`src/rtl/fifo_param_if.sv`:
```
// Handshake/status bundle between a FIFO producer/consumer (master) and the FIFO (slave).
interface fifo_param_if #(
  parameter int unsigned DATA_W = 8,
  parameter int unsigned ADDR_W = 4
);
  logic              flush;
  logic [DATA_W-1:0] wdata;
  logic              wr;
  logic              full;
  logic              almost_full;
  logic [DATA_W-1:0] rdata;
  logic              rd;
  logic              empty;
  logic              almost_empty;
  logic [ADDR_W:0]   count;
  logic              overflow;
  logic              underflow;
  logic              clr_err;

  modport master (
    output flush, wdata, wr, rd, clr_err,
    input  full, almost_full, rdata, empty, almost_empty, count, overflow, underflow
  );

  modport slave (
    input  flush, wdata, wr, rd, clr_err,
    output full, almost_full, rdata, empty, almost_empty, count, overflow, underflow
  );
endinterface

```
`src/rtl/fifo_param.sv`:
```
// Parametrised show-ahead synchronous FIFO with occupancy count, threshold flags,
// sticky overflow/underflow errors and a synchronous flush.
module fifo_param #(
  parameter int unsigned DATA_W = 8,
  parameter int unsigned ADDR_W = 4,
  parameter int unsigned AF_LVL = 12,
  parameter int unsigned AE_LVL = 2
) (
  input logic       clk,
  input logic       reset,
  fifo_param_if.slave bus
);

  localparam int unsigned DEPTH = 2 ** ADDR_W;
  localparam logic [ADDR_W:0] DepthCnt = (ADDR_W + 1)'(DEPTH);
  localparam logic [ADDR_W:0] AfCnt    = (ADDR_W + 1)'(AF_LVL);
  localparam logic [ADDR_W:0] AeCnt    = (ADDR_W + 1)'(AE_LVL);

  if (ADDR_W < 2) begin : g_bad_addr_w
    $error("fifo_param: ADDR_W must be >= 2");
  end
  if (AF_LVL < 1 || AF_LVL > DEPTH) begin : g_bad_af_lvl
    $error("fifo_param: AF_LVL out of range");
  end
  if (AE_LVL > DEPTH - 1) begin : g_bad_ae_lvl
    $error("fifo_param: AE_LVL out of range");
  end

  logic [DATA_W-1:0] mem_q [DEPTH];
  logic [ADDR_W-1:0] wptr_q, wptr_d;
  logic [ADDR_W-1:0] rptr_q, rptr_d;
  logic [ADDR_W:0]   count_q, count_d;
  logic              full_q, full_d;
  logic              empty_q, empty_d;
  logic              afull_q, afull_d;
  logic              aempty_q, aempty_d;
  logic              ovf_q, ovf_d;
  logic              unf_q, unf_d;
  logic              wacc, racc;
  logic              set_ovf, set_unf;

  // Flush masks all requests, including their error side effects.
  always_comb begin
    wacc    = 1'b0;
    racc    = 1'b0;
    set_ovf = 1'b0;
    set_unf = 1'b0;
    if (!bus.flush) begin
      wacc    = bus.wr && !full_q;
      racc    = bus.rd && !empty_q;
      set_ovf = bus.wr && full_q;
      set_unf = bus.rd && empty_q;
    end
  end

  always_comb begin
    wptr_d  = wptr_q;
    rptr_d  = rptr_q;
    count_d = count_q;
    if (bus.flush) begin
      wptr_d  = '0;
      rptr_d  = '0;
      count_d = '0;
    end else begin
      wptr_d  = wptr_q + ADDR_W'(wacc);
      rptr_d  = rptr_q + ADDR_W'(racc);
      count_d = count_q + (ADDR_W + 1)'(wacc) - (ADDR_W + 1)'(racc);
    end
    full_d   = (count_d == DepthCnt);
    empty_d  = (count_d == '0);
    afull_d  = (count_d >= AfCnt);
    aempty_d = (count_d <= AeCnt);
    // A new error event in the clearing cycle keeps the flag set.
    ovf_d    = set_ovf || (ovf_q && !bus.clr_err);
    unf_d    = set_unf || (unf_q && !bus.clr_err);
  end

  always_ff @(posedge clk or posedge reset) begin
    if (reset) begin
      wptr_q   <= '0;
      rptr_q   <= '0;
      count_q  <= '0;
      full_q   <= 1'b0;
      empty_q  <= 1'b1;
      afull_q  <= 1'b0;
      aempty_q <= 1'b1;
      ovf_q    <= 1'b0;
      unf_q    <= 1'b0;
    end else begin
      wptr_q   <= wptr_d;
      rptr_q   <= rptr_d;
      count_q  <= count_d;
      full_q   <= full_d;
      empty_q  <= empty_d;
      afull_q  <= afull_d;
      aempty_q <= aempty_d;
      ovf_q    <= ovf_d;
      unf_q    <= unf_d;
    end
  end

  always_ff @(posedge clk or posedge reset) begin
    if (reset) begin
      for (int unsigned i = 0; i < DEPTH; i++) begin
        mem_q[i] <= '0;
      end
    end else if (wacc) begin
      mem_q[wptr_q] <= bus.wdata;
    end
  end

  assign bus.rdata        = mem_q[rptr_q];
  assign bus.count        = count_q;
  assign bus.full         = full_q;
  assign bus.empty        = empty_q;
  assign bus.almost_full  = afull_q;
  assign bus.almost_empty = aempty_q;
  assign bus.overflow     = ovf_q;
  assign bus.underflow    = unf_q;

endmodule
```
`src/flat_wrapper.sv`:
```
// flat-port wrapper written by rule: the top's interface ports become plain ports
module fifo_param_flat 
#(
  parameter int unsigned DATA_W = 8,
  parameter int unsigned ADDR_W = 4,
  parameter int unsigned AF_LVL = 12,
  parameter int unsigned AE_LVL = 2
)
  (clk, reset, bus_flush, bus_wdata, bus_wr, bus_rd, bus_clr_err, bus_full, bus_almost_full, bus_rdata, bus_empty, bus_almost_empty, bus_count, bus_overflow, bus_underflow);
  fifo_param_if #(.DATA_W(DATA_W), .ADDR_W(ADDR_W)) bus_i ();
  input logic clk;
  input logic reset;
  input wire logic [$bits(bus_i.flush)-1:0] bus_flush;
  input wire logic [$bits(bus_i.wdata)-1:0] bus_wdata;
  input wire logic [$bits(bus_i.wr)-1:0] bus_wr;
  input wire logic [$bits(bus_i.rd)-1:0] bus_rd;
  input wire logic [$bits(bus_i.clr_err)-1:0] bus_clr_err;
  output wire logic [$bits(bus_i.full)-1:0] bus_full;
  output wire logic [$bits(bus_i.almost_full)-1:0] bus_almost_full;
  output wire logic [$bits(bus_i.rdata)-1:0] bus_rdata;
  output wire logic [$bits(bus_i.empty)-1:0] bus_empty;
  output wire logic [$bits(bus_i.almost_empty)-1:0] bus_almost_empty;
  output wire logic [$bits(bus_i.count)-1:0] bus_count;
  output wire logic [$bits(bus_i.overflow)-1:0] bus_overflow;
  output wire logic [$bits(bus_i.underflow)-1:0] bus_underflow;
  assign bus_i.flush = bus_flush;
  assign bus_i.wdata = bus_wdata;
  assign bus_i.wr = bus_wr;
  assign bus_i.rd = bus_rd;
  assign bus_i.clr_err = bus_clr_err;
  assign bus_full = bus_i.full;
  assign bus_almost_full = bus_i.almost_full;
  assign bus_rdata = bus_i.rdata;
  assign bus_empty = bus_i.empty;
  assign bus_almost_empty = bus_i.almost_empty;
  assign bus_count = bus_i.count;
  assign bus_overflow = bus_i.overflow;
  assign bus_underflow = bus_i.underflow;
  fifo_param #(.DATA_W(DATA_W), .ADDR_W(ADDR_W), .AF_LVL(AF_LVL), .AE_LVL(AE_LVL)) u_core (.clk(clk), .reset(reset), .bus(bus_i));
endmodule
```
`config.mk`:
```
export PLATFORM = sky130hd
export DESIGN_NAME = fifo_param_flat
export DESIGN_NICKNAME = d
export VERILOG_FILES = /design/src/rtl/fifo_param_if.sv /design/src/rtl/fifo_param.sv /design/src/flat_wrapper.sv
export SDC_FILE = /design/constraint.sdc
export NUM_CORES = 1
export LEC_CHECK = 0
export CORE_UTILIZATION = 68
export CTS_BUF_LIST = sky130_fd_sc_hd__clkbuf_8
export DETAILED_ROUTE_END_ITERATION = 10
export DONT_BUFFER_PORTS = 1
export PLACE_DENSITY = 0.84
export REMOVE_ABC_BUFFERS = 1
export SYNTH_ARGS = -nofsm -noshare
export SYNTH_HDL_FRONTEND = slang
export SYNTH_SLANG_ARGS = --single-unit
```
`constraint.sdc`:
```
create_clock -name clk -period 7.75 [get_ports clk]
set_clock_uncertainty 0.2 [all_clocks]
set_input_delay 1.55 -clock clk [delete_from_list [all_inputs] [get_ports clk]]
set_output_delay 1.55 -clock clk [all_outputs]
set_load 0.01 [all_outputs]
```
==> flow_summary.json <==
{
  "root_buffer": "clkbuf_8",
  "synth_fa_ha_area_share_pct": 1.97,
  "die_h_um": 101,
  "arrival_ns": 2.53,
  "coreArea_sq_mm": 0.00942,
  "timing.slew.headroom_pct": 27.4,
  "cpPeakStageDelay_ns": 0.74,
  "synth.avg_cell_area_sq_um": 15.0,
  "nets": 467,
  "numPortBuffers": 0,
  "p_switching_mw": 0.541,
  "cts_tree": "yes",
  "path_cells": "buf_4 > mux4_2 > a22oi_1 > nand2_1",
  "worstPathRequired_ns": 6.00,
  "grt_pass1_vias": 4101,
  "yosysMostFrequentCell": "dfrtp_1",
  "n_antenna_cell": 0,
  "cts-htree-levels": 4,
  "drv_cap": 0,
  "cell_internal_pwr_mw": 1.40,
  "drt_iter0_drc": 157,
  "rsz0062_at_grt": "false",
  "dr.pass1.iters": 5,
  "ys_warn_count": 0,
  "cts_made_buffers": 17,
  "critical_path_class": "reg2out",
  "netlist_area_sq_mm": 0.00672,
  "ys_ff_latch": 147,
  "fmax_ghz": 0.234,
  "ant_nets": 0,
  "worst_pin_slew_ns": 1.09,
  "die_width_um": 101,
  "crit_buf_inv": 1,
  "pwr-share-clk_pct": 33.4,
  "min_period_over_period_pct": 55.2,
  "synth_top_family_by_area": "multiplexers",
  "overflow": 0,
  "drt-total-wl_um": 13800,
  "synth_commonest_cells": "145 x dfrtp_1, 127 x mux2_2, 32 x mux4_2",
  "start_util_pct": 71.4,
  "min_path_cells": 1,
  "setup_violations": 0,
  "worst-path-stages": 4,
  "clk_latency_ns": 0.45,
  "powerDensity_mw_per_mm2": 268,
  "seq_power_share_pct": 48.6,
  "maxSlewViolCount": 0,
  "synth_edf_count": 0,
  "cts_buffer_depth": 2,
  "dieArea_sq_mm": 0.0103,
  "gr-usage-all-layers_pct": 31.1,
  "drc_errors": 0,
  "swShare_pct": 27.9,
  "synth_top_area_share_pct": 54.0,
  "clk_pin_slew_ns": 0.08,
  "setup_tns_ns": 0,
  "p_comb_share_pct": 18.0,
  "dp_hpwl_um": 8760,
  "status": "finished clean",
  "grt_pass1_wl_um": 22300,
  "grt_max_degree": 90,
  "area_delta_synth_final_pct": 7.77,
  "hold_buffers": 0,
  "synth_ff_type": "dfrtp_1",
  "rows": 35,
  "viasPerCell": 6.38,
  "hold_class": "reg2reg",
  "ff2ff_path_depth": 9,
  "synthTopCellsByArea": "dfrtp_1 54%, mux2_2 21%, mux4_2 11%",
  "pre_cts_ws_ns": 3.87,
  "synth_mux_area_share_pct": 32.2,
  "num_vias": 3730,
  "synth_cell_types": 36,
  "clock_sinks": 147,
  "wire_per_inst_um": 23.6,
  "min_period_ns": 4.28,
  "postLayoutSetupSlackWorst_ns": 3.47,
  "place.gp.congestion": 0.768,
  "layout-drive-gt1-share_pct": 44.7,
  "pin_count": 33,
  "synth_simple_gate_area_share_pct": 5.23,
  "final_core_util_pct": 76.9,
  "yosys.area.top_type": "dfrtp_1",
  "synth-compound-area-share_pct": 2.70,
  "path_delay_family": "flip-flops",
  "ir_drop_mv": 0.255,
  "final-hold-violation-count": 0,
  "crit_fanout": 17,
  "netlist_instances": 447,
  "async_flop_share_pct": 100,
  "critPathLaunchType": "flip-flop",
  "synth-seq-area-share_pct": 54.8,
  "postCtsSetupRepairBufs": 0,
  "synth-xor-area-share_pct": 1.04,
  "end_kind": "primary output",
  "cts_resized": 0,
  "power.leakage_nw": 3.44,
  "antenna_found_initial": 0,
  "cp_slowest_cell": "dfrtp_2",
  "hold_slack_ns": 0.299
}
[final cells by class]
| class | count | area [sq um] |
|---|---|---|
| multi-input combinational | 264 | 2900 |
| tap | 129 | 161 |
| inverter | 10 | 42.5 |
| fill | 569 | 2170 |
| timing repair buffer | 3 | 22.5 |
| sequential | 147 | 3680 |
| clock buffer | 18 | 248 |
| clock inverter | 14 | 186 |
[through the flow]
stage	cells	area (sq um)	total power, mW
2_1_floorplan	421	6620	1.23
5_1_grt	585	7240	2.04
3_5_place_dp	553	6810	1.31
3_3_place_gp	553	6810	1.29
6_report	585	7240	1.94
4_1_cts	585	7240	1.96
[cell usage in the layout (no fill, tap or decap), drive strengths merged, types with 4 or more instances in the layout]
cell / Yosys / layout
nand3: 4 / 4
dfrtp: 145 / 145
mux2: 128 / 128
nand2: 17 / 17
nor2b: 10 / 10
ha: 9 / 9
a22oi: 16 / 16
xnor2: 4 / 4
nor2: 15 / 15
xor2: 4 / 4
mux4: 32 / 32
clkbuf: 18 / 18
inv: 10 / 12
bufinv: 0 / 4
clkinv: 0 / 7
[power by group through the flow]
| stage | Combinational (mW) | Clock, mW | Sequential, mW |
|---|---|---|---|
| detailed placement | 0.351 | 0 | 0.957 |
| global placement | 0.336 | 0 | 0.953 |
| CTS | 0.354 | 0.658 | 0.944 |
| global route | 0.388 | 0.696 | 0.954 |
| floorplan | 0.286 | 0 | 0.940 |
| finish | 0.349 | 0.648 | 0.943 |
[final timing paths]
check,endpoint,slack [ns],from
worst max-delay path,bus_rdata[6],3.47,u_core.rptr_q[0]
worst min-delay path,u_core.mem_q[120],0.30,u_core.mem_q[120]
worst max register to register,u_core.bus.full,4.96,u_core.bus.empty
worst min register to register,u_core.mem_q[120],0.30,u_core.mem_q[120]
max in group asynchronous,u_core.rptr_q[0],5.05,reset
min in group asynchronous,u_core.mem_q[102],0.81,reset
[layer usage]
| metal | GRT usage (%) | share of wire, % | vias up |
|---|---|---|---|
| met4 | 14.7 | 2.7 | 0 |
| met2 | 49.9 | 50 | 92 |
| met5 | 0 | 0 | - |
| met1 | 40.7 | 42 | 1968 |
| li1 | - | - | 1635 |
| met3 | 7.66 | 5.3 | 35 |
[registers in the layout, summed over array words and instances (netlist names)]
name	cells
u_core.bus.almost_empty	1
u_core.bus.almost_full	1
u_core.bus.count	5
u_core.bus.empty	1
u_core.bus.full	1
u_core.bus.overflow	1
u_core.bus.underflow	1
u_core.mem_q	128
u_core.rptr_q	4
u_core.wptr_q	4
[cell families after synthesis]
kind of cell / count (synthesis)
xor gates and xnor gates: 8
buffers and inverters: 36
DFF: 147
adders and majority gates: 10
and+or+nand+nor: 61
muxes: 160
AOI/OAI and AO/OA: 25
(Power assumes the default switching activity.)
